**src/rtl/eth_pcs_rx_block_lock_pkg.sv**
```systemverilog
// Shared 10GBASE-R PCS RX constants, sync-header helper and block-lock state type.
package eth_pcs_params;

  localparam logic [1:0] SYNC_DATA = 2'b01;
  localparam logic [1:0] SYNC_CTRL = 2'b10;
  localparam int         W_SYNC    = 2;

  localparam int SH_VAL_TH     = 64;
  localparam int SH_INVAL_TH   = 16;
  localparam int W_SH_VAL_TH   = $clog2(SH_VAL_TH) + 1;
  localparam int W_SH_INVAL_TH = $clog2(SH_INVAL_TH) + 1;

  localparam int W_RX_GEARBOX_DATA      = 32;
  localparam int W_RX_GEARBOX_OFFSET    = $clog2(W_RX_GEARBOX_DATA);
  localparam int RX_GEARBOX_OFFSET_INIT = W_RX_GEARBOX_DATA - 2;

  typedef enum logic [1:0] {
    HUNT,
    LOCKED,
    WAIT
  } blk_lock_state_t;

  function automatic logic is_sync_valid(input logic [W_SYNC-1:0] sh);
    return (sh == SYNC_DATA) || (sh == SYNC_CTRL);
  endfunction

endpackage

```
**src/rtl/eth_pcs_rx_block_lock_slip_ctrl.sv**
```systemverilog
// Gearbox bit-offset owner: decrements (with wrap) on each slip, pulses o_slip,
// and counts down the header strobes to ignore while the gearbox settles.
module eth_pcs_rx_slip_ctrl
  import eth_pcs_params::*;
#(
  parameter int W_DATA    = W_RX_GEARBOX_DATA,
  parameter int SLIP_WAIT = 2
) (
  input  logic                      clk,
  input  logic                      rst_n,
  input  logic                      i_slip,
  input  logic                      i_sh_vld,
  input  logic                      i_wait_active,
  output logic [$clog2(W_DATA)-1:0] o_offset,
  output logic                      o_slip,
  output logic                      o_wait_last
);

  localparam int W_OFF  = $clog2(W_DATA);
  localparam int W_WAIT = (SLIP_WAIT < 1) ? 1 : $clog2(SLIP_WAIT + 1);

  localparam logic [W_OFF-1:0]  OFF_INIT  = W_OFF'(W_DATA - 2);
  localparam logic [W_OFF-1:0]  OFF_MAX   = W_OFF'(W_DATA - 1);
  localparam logic [W_WAIT-1:0] WAIT_INIT = W_WAIT'(SLIP_WAIT);
  localparam logic [W_WAIT-1:0] WAIT_ONE  = W_WAIT'(1);

  logic [W_OFF-1:0]  r_offset;
  logic              r_slip;
  logic [W_WAIT-1:0] r_wait_cnt;

  always_ff @(posedge clk or negedge rst_n) begin
    if (!rst_n) begin
      r_offset   <= OFF_INIT;
      r_slip     <= 1'b0;
      r_wait_cnt <= '0;
    end else begin
      r_slip <= i_slip;
      if (i_slip) begin
        r_offset   <= (r_offset == '0) ? OFF_MAX : r_offset - 1'b1;
        r_wait_cnt <= WAIT_INIT;
      end else if (i_wait_active && i_sh_vld && (r_wait_cnt != '0)) begin
        r_wait_cnt <= r_wait_cnt - 1'b1;
      end
    end
  end

  // The parent leaves WAIT on the strobe that consumes the last ignored slot,
  // so the very next strobe is already evaluated in HUNT.
  assign o_wait_last = (r_wait_cnt <= WAIT_ONE);
  assign o_offset    = r_offset;
  assign o_slip      = r_slip;

endmodule

```
**src/rtl/eth_pcs_rx_block_lock.sv**
```systemverilog
// 10GBASE-R RX block-lock FSM (HUNT/LOCKED/WAIT) with sync-header counters.
// Optional ETH_PCS_LOCK_STATS_EN adds a saturating lock-loss counter output.
module eth_pcs_rx_block_lock
  import eth_pcs_params::*;
#(
  parameter int W_DATA      = eth_pcs_params::W_RX_GEARBOX_DATA,
  parameter int SH_VAL_TH   = eth_pcs_params::SH_VAL_TH,
  parameter int SH_INVAL_TH = eth_pcs_params::SH_INVAL_TH,
  parameter int SLIP_WAIT   = 2
) (
  input  logic                      clk,
  input  logic                      rst_n,
  input  logic                      i_sh_vld,
  input  logic [W_SYNC-1:0]         i_sh,
  output logic [$clog2(W_DATA)-1:0] o_offset,
  output logic                      o_slip,
  output logic                      o_block_lock
`ifdef ETH_PCS_LOCK_STATS_EN
  ,
  output logic [15:0]               o_lock_loss_cnt
`else
`endif
);

  localparam int W_SHC = $clog2(SH_VAL_TH) + 1;
  localparam int W_INV = $clog2(SH_INVAL_TH) + 1;

  localparam logic [W_SHC-1:0] SHC_TH = W_SHC'(SH_VAL_TH);
  localparam logic [W_INV-1:0] INV_TH = W_INV'(SH_INVAL_TH);

  localparam blk_lock_state_t POST_SLIP = (SLIP_WAIT == 0) ? HUNT : WAIT;

  blk_lock_state_t  r_state;
  logic [W_SHC-1:0] r_sh_cnt;
  logic [W_INV-1:0] r_inv_cnt;
  logic             r_block_lock;

  logic             w_sh_ok;
  logic             w_sh_bad;
  logic [W_SHC-1:0] w_sh_cnt_inc;
  logic [W_INV-1:0] w_inv_cnt_inc;
  logic             w_lock_loss;
  logic             w_slip_req;
  logic             w_wait_active;
  logic             w_wait_last;

  assign w_sh_ok       = i_sh_vld & is_sync_valid(i_sh);
  assign w_sh_bad      = i_sh_vld & ~is_sync_valid(i_sh);
  assign w_sh_cnt_inc  = r_sh_cnt + 1'b1;
  assign w_inv_cnt_inc = r_inv_cnt + {{(W_INV-1){1'b0}}, w_sh_bad};

  // Losing lock outranks a window that completes on the same strobe.
  assign w_lock_loss   = (r_state == LOCKED) & i_sh_vld & (w_inv_cnt_inc == INV_TH);
  assign w_slip_req    = ((r_state == HUNT) & w_sh_bad) | w_lock_loss;
  assign w_wait_active = (r_state == WAIT);

  always_ff @(posedge clk or negedge rst_n) begin
    if (!rst_n) begin
      r_state      <= HUNT;
      r_sh_cnt     <= '0;
      r_inv_cnt    <= '0;
      r_block_lock <= 1'b0;
    end else begin
      case (r_state)
        HUNT: begin
          if (w_sh_ok) begin
            if (w_sh_cnt_inc == SHC_TH) begin
              r_block_lock <= 1'b1;
              r_sh_cnt     <= '0;
              r_inv_cnt    <= '0;
              r_state      <= LOCKED;
            end else begin
              r_sh_cnt <= w_sh_cnt_inc;
            end
          end else if (w_sh_bad) begin
            r_sh_cnt  <= '0;
            r_inv_cnt <= '0;
            r_state   <= POST_SLIP;
          end
        end
        LOCKED: begin
          if (w_lock_loss) begin
            r_block_lock <= 1'b0;
            r_sh_cnt     <= '0;
            r_inv_cnt    <= '0;
            r_state      <= POST_SLIP;
          end else if (i_sh_vld) begin
            if (w_sh_cnt_inc == SHC_TH) begin
              r_sh_cnt  <= '0;
              r_inv_cnt <= '0;
            end else begin
              r_sh_cnt  <= w_sh_cnt_inc;
              r_inv_cnt <= w_inv_cnt_inc;
            end
          end
        end
        WAIT: begin
          if (i_sh_vld && w_wait_last) begin
            r_state <= HUNT;
          end
        end
        default: begin
          r_state <= HUNT;
        end
      endcase
    end
  end

  eth_pcs_rx_slip_ctrl #(
    .W_DATA    (W_DATA),
    .SLIP_WAIT (SLIP_WAIT)
  ) u_slip_ctrl (
    .clk           (clk),
    .rst_n         (rst_n),
    .i_slip        (w_slip_req),
    .i_sh_vld      (i_sh_vld),
    .i_wait_active (w_wait_active),
    .o_offset      (o_offset),
    .o_slip        (o_slip),
    .o_wait_last   (w_wait_last)
  );

  assign o_block_lock = r_block_lock;

`ifdef ETH_PCS_LOCK_STATS_EN
  logic [15:0] r_lock_loss_cnt;

  always_ff @(posedge clk or negedge rst_n) begin
    if (!rst_n) begin
      r_lock_loss_cnt <= '0;
    end else if (w_lock_loss && (r_lock_loss_cnt != 16'hFFFF)) begin
      r_lock_loss_cnt <= r_lock_loss_cnt + 16'd1;
    end
  end

  assign o_lock_loss_cnt = r_lock_loss_cnt;
`else
`endif

endmodule

```
**config.mk**
```make
export PLATFORM = sky130hd
export DESIGN_NAME = eth_pcs_rx_block_lock
export DESIGN_NICKNAME = d
export VERILOG_FILES = /design/src/rtl/eth_pcs_rx_block_lock_pkg.sv /design/src/rtl/eth_pcs_rx_block_lock_slip_ctrl.sv /design/src/rtl/eth_pcs_rx_block_lock.sv
export SDC_FILE = /design/constraint.sdc
export NUM_CORES = 1
export LEC_CHECK = 0
export ABC_AREA = 1
export CORE_ASPECT_RATIO = 1.4
export CORE_MARGIN = 2
export CORE_UTILIZATION = 34
export DETAILED_ROUTE_END_ITERATION = 12
export PLACE_DENSITY = 0.56
export SKIP_LAST_GASP = 1
export SLEW_MARGIN = 10
export SYNTH_ARGS = -nofsm -noshare
export SYNTH_HDL_FRONTEND = slang
export SYNTH_HIERARCHICAL = 1
export SYNTH_SLANG_ARGS = --single-unit
```
**constraint.sdc**
```tcl
create_clock -name clk -period 1.8 [get_ports clk]
set_input_delay 0.45 -clock clk [delete_from_list [all_inputs] [get_ports clk]]
set_output_delay 0.45 -clock clk [all_outputs]
set_load 0.02 [all_outputs]
```
==> results of run 1 <==
## stage by stage
| step | setup slack (ns) | area [um2] | setup TNS, ns |
|---|---|---|---|
| 2_1_floorplan | -0.321 | 1450 | -1.63 |
| 3_3_place_gp | -0.872 | 1770 | -15.33 |
| 3_5_place_dp | -0.885 | 1770 | -15.52 |
| 4_1_cts | -0.280 | 1880 | -3.17 |
| 5_1_grt | -0.453 | 1980 | -4.55 |
| 6_report | -0.297 | 1980 | -2.19 |
## critical path, stage by stage
cell                      delay, ns
sky130_fd_sc_hd__buf_6         0.09
sky130_fd_sc_hd__xor2_2        0.17
sky130_fd_sc_hd__nor2_1        0.12
sky130_fd_sc_hd__ha_2          0.23
sky130_fd_sc_hd__buf_6         0.11
sky130_fd_sc_hd__nand3_2       0.07
sky130_fd_sc_hd__nand2_2       0.09
sky130_fd_sc_hd__nand2_2       0.07
sky130_fd_sc_hd__nor2_2        0.11
sky130_fd_sc_hd__nand3_1       0.10
sky130_fd_sc_hd__nand2_2       0.10
sky130_fd_sc_hd__o21ai_4       0.07
sky130_fd_sc_hd__nor2_4        0.13
sky130_fd_sc_hd__inv_2         0.08
sky130_fd_sc_hd__nor2_4        0.11
sky130_fd_sc_hd__nand2_2       0.06
sky130_fd_sc_hd__nand2_1       0.05
sky130_fd_sc_hd__nand2_1       0.04
sky130_fd_sc_hd__nand2_1       0.05
## cells by family (layout without fill, tap and decap cells)
kind of cell	count (synthesis)	count (layout)	share of synthesized area, %
and+or+nand+nor	118	118	39.2
AOI/OAI and AO/OA	11	11	5.37
adders and majority gates	6	6	5.28
DFF	23	23	40.8
buffers and inverters	21	62	5.63
xor gates and xnor gates	6	6	3.70
## repair_timing
action,CTS,global route
setup buffers,7,1
setup endpoints to repair,25,19
gates resized for setup,16,25
pin swaps,12,17
## cell usage after synthesis (all sizes together)
master / instances
nand2: 65
nor2: 26
inv: 20
dfrtp: 19
nand3: 16
o21ai: 8
ha: 6
nand4: 6
dfstp: 4
xor2: 4
a21oi: 2
nand3b: 2
nor3: 2
xnor2: 2
buf: 1
o21bai: 1
or2: 1
## layer usage
| layer | wire, um | up-vias | global-route usage (%) |
|---|---|---|---|
| met5 | 0 | - | 0 |
| met4 | 28 | 0 | 4.77 |
| met3 | 43 | 2 | 1.93 |
| met2 | 1760 | 7 | 30.4 |
| met1 | 1450 | 620 | 17.7 |
| li1 | - | 664 | - |
## sequential cells by signal, indices dropped and copies added (netlist names)
signal                  cells
u_slip_ctrl/r_wait_cnt      2
r_sh_cnt                    7
r_state                     2
o_block_lock                1
u_slip_ctrl/o_offset        5
u_slip_ctrl/o_slip          1
r_inv_cnt                   5
## final cells by class
type | count | area [um2]
inverter | 20 | 75.1
sequential | 23 | 581
timing repair buffer | 38 | 323
clock buffer | 4 | 45.0
fill | 399 | 2010
tap | 43 | 53.8
multi-input combinational | 141 | 901
## worst max-delay path by stage
stage	end	slack, ns	cells past startpoint
6_report	u_slip_ctrl/o_offset[3]$_DFFE_PN1P_	-0.30	19
5_1_grt	u_slip_ctrl/o_offset[3]$_DFFE_PN1P_	-0.45	19
3_3_place_gp	u_slip_ctrl/o_offset[3]$_DFFE_PN1P_	-0.87	16
4_1_cts	u_slip_ctrl/o_offset[3]$_DFFE_PN1P_	-0.28	17
3_5_place_dp	u_slip_ctrl/o_offset[3]$_DFFE_PN1P_	-0.89	17
2_1_floorplan	u_slip_ctrl/o_offset[3]$_DFFE_PN1P_	-0.32	15
## power by group through the flow
stage	Clock (uW)	Sequential, uW	Combinational (uW)
after floorplan	0	848	383
after global placement	0	774	777
after detailed placement	0	769	776
after CTS	342	760	780
after global routing	357	776	914
final	323	759	811
==> flow_results.org, run 1 <==
** Status
- Result of the run :: finished, violations left
- Failing checks :: negative setup slack

** Clock network
- The clock passes through at most 2 buffers.
- Number of clock buffers inserted by TritonCTS :: 3
- Clock tree from TritonCTS :: done
- Buffer type at the clock tree root :: sky130_fd_sc_hd__clkbuf_8
- Clock-pin slew was measured on the worst setup and hold paths at 0.08 ns.
- CTS hold repair buffers :: 0
- CTS built an H-tree with a depth of 1.
- Counting every sink on the clock net gives 23.
- Worst-skew pair later-pin latency :: 0.26 ns

** Pwr
- Sum of internal, switching and leakage power :: 1890 uW
- Cell-internal power :: 1170 uW
- Leakage power figure :: 0.000967 uW
- Share of total power consumed by net switching :: 38.1%
- Power Dens Cells :: 957 mW/mm2
- The analysis attributes to net switching a power of 720 uW.
- Of the total power, the clock network draws 17.1%.
- Combinational logic burns 42.8% of the power.
- The share of total power dissipated in sequential elements is 40.1%.
- Across the VDD grid, the largest voltage drop is 0.747 mV.

** Logic synthesis
- The largest total area in the synthesized netlist belongs to sky130_fd_sc_hd__dfrtp_1.
- #FFs+latches synth :: 23
- Post-Synthesis Mean Instance Area :: 7.68 um2
- Net Count, Synth :: 196
- Sequential elements use 40.8% of the synthesized area.
- Post-synth design cell area :: 0.00142 mm2
- By area the synthesized netlist is led by sky130_fd_sc_hd__dfrtp_1 (33%), sky130_fd_sc_hd__nand2_1 (16%), sky130_fd_sc_hd__dfstp_2 (7.4%), sky130_fd_sc_hd__ha_1 (5.3%), sky130_fd_sc_hd__nand3_1 (5.3%).
- Fraction of post-synthesis cell area in the top cell type by area :: 33.5%
- Synthesis Warnings :: 6
- The netlist uses 27 different library cells.
- After technology mapping, the gate count stands at 185.

** Timing
- The worst pin sits at a relative slew slack of 79.3%.
- Setup repair after global routing missed its margin :: yes
- Hold slack :: 0.470 ns
- Total of endpoints with negative setup slack in the final report :: 16
- Slew of the pin with the lowest slew margin :: 0.311 ns
- The hold violation count in the final report is 0.
- Min cycle time layout :: 2.10 ns
- Post-route fraction of the period consumed by the critical path :: 116%
- Once routing completed, OpenROAD measured the worst setup slack at -0.297 ns.
- Worst-case clock skew :: 0.00345 ns
- Pins Over Slew Limit :: 0
- Based on the critical path, the design can be clocked at up to 477 MHz.

** Global routing
- GRT overflow :: 0
- Total global routing track utilization :: 15.9%
- Maximum number of pins on one net before global-route repair :: 24
- The via count of the first global-routing pass is 1,336.
- The first global-routing pass estimated 5820 um of wire.
- Initial antenna violation count :: 0

** Place
- The HPWL after detailed placement is 2370 um.
- Gpl congestion :: 0.800
- Port buffering added 11 buffers.
- Number of cells after detailed placement :: 259

** Worst setup path
- The worst setup path is of the in2reg kind.
- Reg2reg setup slack :: -0.15 ns
- Required time at the endpoint of the critical path :: 2.00 ns
- STA classifies the critical path startpoint as an input pin.
- Critical Path End Type :: flip-flop
- Critical path launch point :: i_sh[0]
- The worst register-to-register path ends at u_slip_ctrl/o_offset[3]$_DFFE_PN1P_.
- Origin of the critical flop-to-flop path :: r_inv_cnt[0]$_DFFE_PN0P_
- Measured in cells, the most critical reg-to-reg path has a length of 14.
- STA puts the critical path data arrival time at 2.30 ns.
- Along the worst path, the maximum fanout reaches 5.

** Finish
- Commonest cells after routing, fill and taps aside :: sky130_fd_sc_hd__nand2_1 (57), sky130_fd_sc_hd__buf_4 (24), sky130_fd_sc_hd__dfrtp_1 (19)
- From synthesis to final layout, the design area changed by 39.2%.
- Leaving out filler cells and counting taps, the final layout contains 269.
- Fraction of layout cells with a size suffix above 1 :: 35.0%
- At the end of the flow the core is filled with cells to 49.6%.
- ANT cells :: 0
- The library cell used most frequently in the layout, excluding fill and tap cells, is sky130_fd_sc_hd__nand2_1.
- At the end of the flow, the number of nets in the layout was 238.

** Floorplan
- Die Outline Area :: 0.00472 mm2
- Rows :: 27
- I/O pin count :: 12
- Die Height :: 80.5 um
- Die outline width :: 58.6 um
- Core area :: 0.00399 mm2
- Once the floorplan was initialized, standard cells occupied 35.7% of the core.

** Worst hold path
- Worst hold path class :: reg2reg
- Cell count of the worst hold path :: 2
- The startpoint identified for the worst hold timing path is u_slip_ctrl/o_offset[4]$_DFFE_PN1P_.
- Worst Hold End :: u_slip_ctrl/o_offset[4]$_DFFE_PN1P_

** Drt
- Aggregate routed wire length :: 3280 um
- The detail route stage leaves a number of antenna-violating nets equal to 0.
- The first routing iteration left 31 violations.
- Dividing the detail-routed wire length by the instance count gives 12.2 um.
- Routed via count divided by cell count :: 4.81
- Across all layers, the routed design uses 1,293 vias.
- After detailed routing, the number of remaining DRC violations is 0.
- Detailed-router iteration count before antenna repair :: 3

** Job
- Max-cap viol count :: 0
(Power assumes the default switching activity.)
==> run 2, diff against run 1 <==
- PLACE_DENSITY: 0.56 -> 0.55
- SETUP_SLACK_MARGIN: not set -> 0.2
- SLEW_MARGIN: 10 -> 20
- clock period: 1.8 -> 2 ns (I/O delays scaled with it)
==> run 2 against run 1 <==
  * The flow still finishes with violations (negative setup slack)
  * Final area is 4.4% lower
  * Sequential power is 6.7% lower
  * Combinational power decreased by 15%
  * Clock skew about the same
  * Global-route usage is 0.77 points higher
  * Cell count down 1.1%
  * Die area stayed put
  * First-iteration DRC count is 3.2% lower
  * Critical path type unchanged
==> flow_results.org, run 2 (same netlist as run 1, synthesis figures left out) <==
** Timing
- Total of endpoints with negative setup slack in the final report :: 10 (was 16)
- After layout, the minimum clock period comes to 2.11 ns.
- The worst path uses 105% of the clock period.
- Final critical-path setup slack :: -0.109 ns (was -0.297 ns)
- Slew of the pin with the lowest slew margin :: 0.313 ns (was 0.311 ns)
- The hold violation count in the final report came to 0 (unchanged).
- Sum of negative setup slack :: -0.582 ns (was -2.19 ns)
- Setup repair after global routing missed its margin: yes (unchanged).
- Tightest slew margin relative to the limit :: 79.1% (was 79.3%)
- Derived from the worst setup path, the maximum achievable clock frequency is 474 MHz.
- Pins Over Slew Limit :: 0 (unchanged)
- The worst clock skew came to 0.00339 ns (was 0.00345 ns).
- The worst hold slack after final layout came to 0.490 ns (was 0.470 ns).

** Floorplan
- The I/O pin count was 12 (unchanged).
- The placeable core area is 0.00399 mm2 (unchanged).
- The overall die height is 80.5 um (unchanged).
- Initial Util :: 35.7% (unchanged)
- Die Outline Area :: 0.00472 mm2 (unchanged)
- The standard-cell row count was 27 (unchanged).
- The horizontal extent of the die is 58.6 um (unchanged).

** Place
- The number of I/O port buffers came to 11 (unchanged).
- Gpl congestion :: 0.811 (was 0.800)
- The estimated wirelength of the detail-placed design was 2450 um (was 2370 um).

** Pwr
- The overall power consumption is 1690 uW (was 1890 uW).
- The leakage power figure was 0.000927 uW (was 0.000967 uW).
- The total power density per cell area came to 895 mW/mm2 (was 957 mW/mm2).
- Worst supply voltage drop on vdd :: 0.644 mV (was 0.747 mV)

** Finish
- Register name with the most flops :: r_sh_cnt (unchanged)
- Commonest non-fill, non-tap cell in the layout :: sky130_fd_sc_hd__nand2_1 (unchanged)
- Commonest cells after routing, fill and taps aside :: sky130_fd_sc_hd__nand2_1 (60), sky130_fd_sc_hd__buf_4 (24), sky130_fd_sc_hd__nor2_1 (19), sky130_fd_sc_hd__dfrtp_1 (19), sky130_fd_sc_hd__inv_1 (15) (was sky130_fd_sc_hd__nand2_1 (57), sky130_fd_sc_hd__buf_4 (24), sky130_fd_sc_hd__dfrtp_1 (19))
- Fraction of layout cells with a size suffix above 1 :: 30.0% (was 35.0%)
- ANT cells :: 0 (unchanged)
- Net count of the finished layout :: 235 (was 238)
- Area Overhead vs Synth :: 33.0% (was 39.2%)
- Final-layout fill cell count :: 393 (was 399)
- The sequential cell area is 581 um2 (unchanged).
- Max FFs per register :: 7 (unchanged)
- Multi-input combinational cell area :: 851 um2 (was 901 um2)

** Clock network
- The root buffer cell is sky130_fd_sc_hd__clkbuf_8 (unchanged).
- The post-CTS clock slew at the launch and capture registers of the worst setup and hold paths was 0.08 ns (about the same).
- The level count of the clock H-tree was 1 (unchanged).
- The largest buffer count on any clock path came to 2 (unchanged).
- The count of hold buffers inserted by post-cts repair was 0 (unchanged).
- The clock tree from TritonCTS was done (unchanged).
- The number of CTS-inserted buffers was 3 (unchanged).
- The clock insertion delay at the later pin of the skew report came to 0.26 ns (about the same).
- Clk sinks :: 23 (unchanged)

** Worst setup path
- The critical path launch point was i_sh[1] (was i_sh[0]).
- Reg2reg setup slack :: 0.05 ns (was -0.15 ns)
- The beginning of the worst register-to-register path is r_inv_cnt[0]$_DFFE_PN0P_ (unchanged).
- The required time at the endpoint of the critical path was 2.21 ns (was 2.00 ns).
- Crit path to :: r_inv_cnt[4]$_DFFE_PN0P_ (was u_slip_ctrl/o_offset[3]$_DFFE_PN1P_)
- Crit start category :: input pin (unchanged)
- The class of the most critical setup path is in2reg (unchanged).
- The critical path data arrival time is 2.32 ns (was 2.30 ns).
- Critical Path End Type :: flip-flop (unchanged)
- The capturing point of the worst reg2reg path was r_inv_cnt[4]$_DFFE_PN0P_ (was u_slip_ctrl/o_offset[3]$_DFFE_PN1P_).
- The logic depth of the worst register-to-register path was 13 (was 14).
- Maximum fanout along the worst path :: 3 (was 5)

** Worst hold path
- Worst hold path class :: reg2reg (unchanged)

** Global routing
- The number of antenna violations at the first check in global routing is 0 (unchanged).
- The final global-route overflow total was 0 (unchanged).
- The maximum number of pins on one net before global-route repair was 24 (unchanged).
- Wire length of the first global-routing pass :: 6150 um (was 5820 um)
- Total global routing track utilization :: 16.6% (was 15.9%)
- Vias in the first global route :: 1,417 (was 1,336)

** Status
- Failing checks :: negative setup slack (unchanged)
- Result of the run :: finished, violations left (unchanged)

** Drt
- Routed via count divided by cell count :: 4.98 (was 4.81)
- The final routed wirelength across all metal layers is 3410 um (was 3280 um).
- The met2 wirelength from detailed routing came to 1950 um (was 1760 um).
- Count of antenna-violating nets left after detailed routing :: 0 (unchanged)
- The highest metal layer with signal wires is met4 (unchanged).
- Via count :: 1,325 (was 1,293)
- The first-pass iteration count of the detailed router was 4 (was 3).
- The detailed-routed wire length on met3 was 61 um (was 43 um).
- The number of DRC markers after the initial detailed-route iteration is 30 (was 31).
- Remaining DRCs :: 0 (unchanged)
- The sum of routed wire segments on met1 was 1340 um (was 1450 um).
- WL per Instance :: 12.8 um (was 12.2 um)

** Job
- The max-capacitance violation count was 0 (unchanged).
-- run 2: cell types whose count changed in the layout (fill, tap and decap cells not counted), moves of 2 or more --
cell | before | now
sky130_fd_sc_hd__nand2_1 | 57 | 60
sky130_fd_sc_hd__buf_6 | 5 | 2
sky130_fd_sc_hd__nand3_1 | 7 | 13
sky130_fd_sc_hd__nor2_1 | 17 | 19
sky130_fd_sc_hd__nand2_2 | 6 | 4
sky130_fd_sc_hd__nand3_2 | 8 | 2
-- run 2: how the worst min path moves through the flow --
stage                                                      from                                     to  slack [ns]  cells after the start
after floorplan                                           rst_n               o_block_lock$_DFFE_PN0P_        0.20                      0
after global placement    u_slip_ctrl/r_wait_cnt[1]$_DFFE_PN0P_  u_slip_ctrl/r_wait_cnt[1]$_DFFE_PN0P_        0.47                      2
after detailed placement               o_block_lock$_DFFE_PN0P_               o_block_lock$_DFFE_PN0P_        0.47                      2
after CTS                   u_slip_ctrl/o_offset[4]$_DFFE_PN1P_    u_slip_ctrl/o_offset[4]$_DFFE_PN1P_        0.49                      2
after global routing        u_slip_ctrl/o_offset[4]$_DFFE_PN1P_    u_slip_ctrl/o_offset[4]$_DFFE_PN1P_        0.51                      2
final                                  o_block_lock$_DFFE_PN0P_               o_block_lock$_DFFE_PN0P_        0.49                      2
-- run 2: metrics by stage --
stage / area (um2) / util (%) / std cells / setup slack, ns
finish: 1890 / 47.4 / 266 / -0.109
CTS: 1840 / 46.1 / 263 / -0.180
global placement: 1720 / 43.1 / 252 / -0.672
floorplan: 1450 / - / 185 / -0.171
global route: 1890 / 47.4 / 266 / -0.229
detailed placement: 1720 / 43.1 / 252 / -0.735
-- run 2: power by group --
part           internal (uW)  switching [uW]
Combinational            297             395
Clock                    142             149
Sequential               592             116
-- run 2: routing by layer --
layer  track usage [%]  vias up
li1                  -      659
met1              18.6      643
met2              31.7       17
met3              1.93        6
met4              5.45        0
met5                 0        -
-- run 2: area by class of cell --
cell class,count,area share [%]
well taps,43,2.85
repair buffers,35,15.1
flip-flops and latches,23,30.7
inverters,20,3.97
clock buffers,4,2.38
multi-input cells,141,45.0
-- run 2: repair_timing --
item | in CTS | in global routing
cloned | 0 | 0
setup endpoints to repair | 26 | 24
gates resized for setup | 19 | 10
pin swaps | 11 | 12
setup buffers | 7 | 3
-- run 2: worst max-delay path: stages --
cell	delay, ns
sky130_fd_sc_hd__buf_6	0.10
sky130_fd_sc_hd__xor2_2	0.17
sky130_fd_sc_hd__nor2_2	0.08
sky130_fd_sc_hd__ha_2	0.21
sky130_fd_sc_hd__ha_4	0.17
sky130_fd_sc_hd__nand3_4	0.07
sky130_fd_sc_hd__xnor2_2	0.15
sky130_fd_sc_hd__nand3_1	0.08
sky130_fd_sc_hd__nand2_2	0.08
sky130_fd_sc_hd__buf_4	0.14
sky130_fd_sc_hd__buf_4	0.12
sky130_fd_sc_hd__buf_4	0.12
sky130_fd_sc_hd__buf_4	0.13
sky130_fd_sc_hd__nor2_1	0.08
sky130_fd_sc_hd__nand2_1	0.06
sky130_fd_sc_hd__nand2_1	0.06
==> run 3, diff against run 2 <==
- SLEW_MARGIN: 20 -> not set
==> results of run 3 <==
Same layout as run 2: the final DEF is identical, and so are final timing and power.
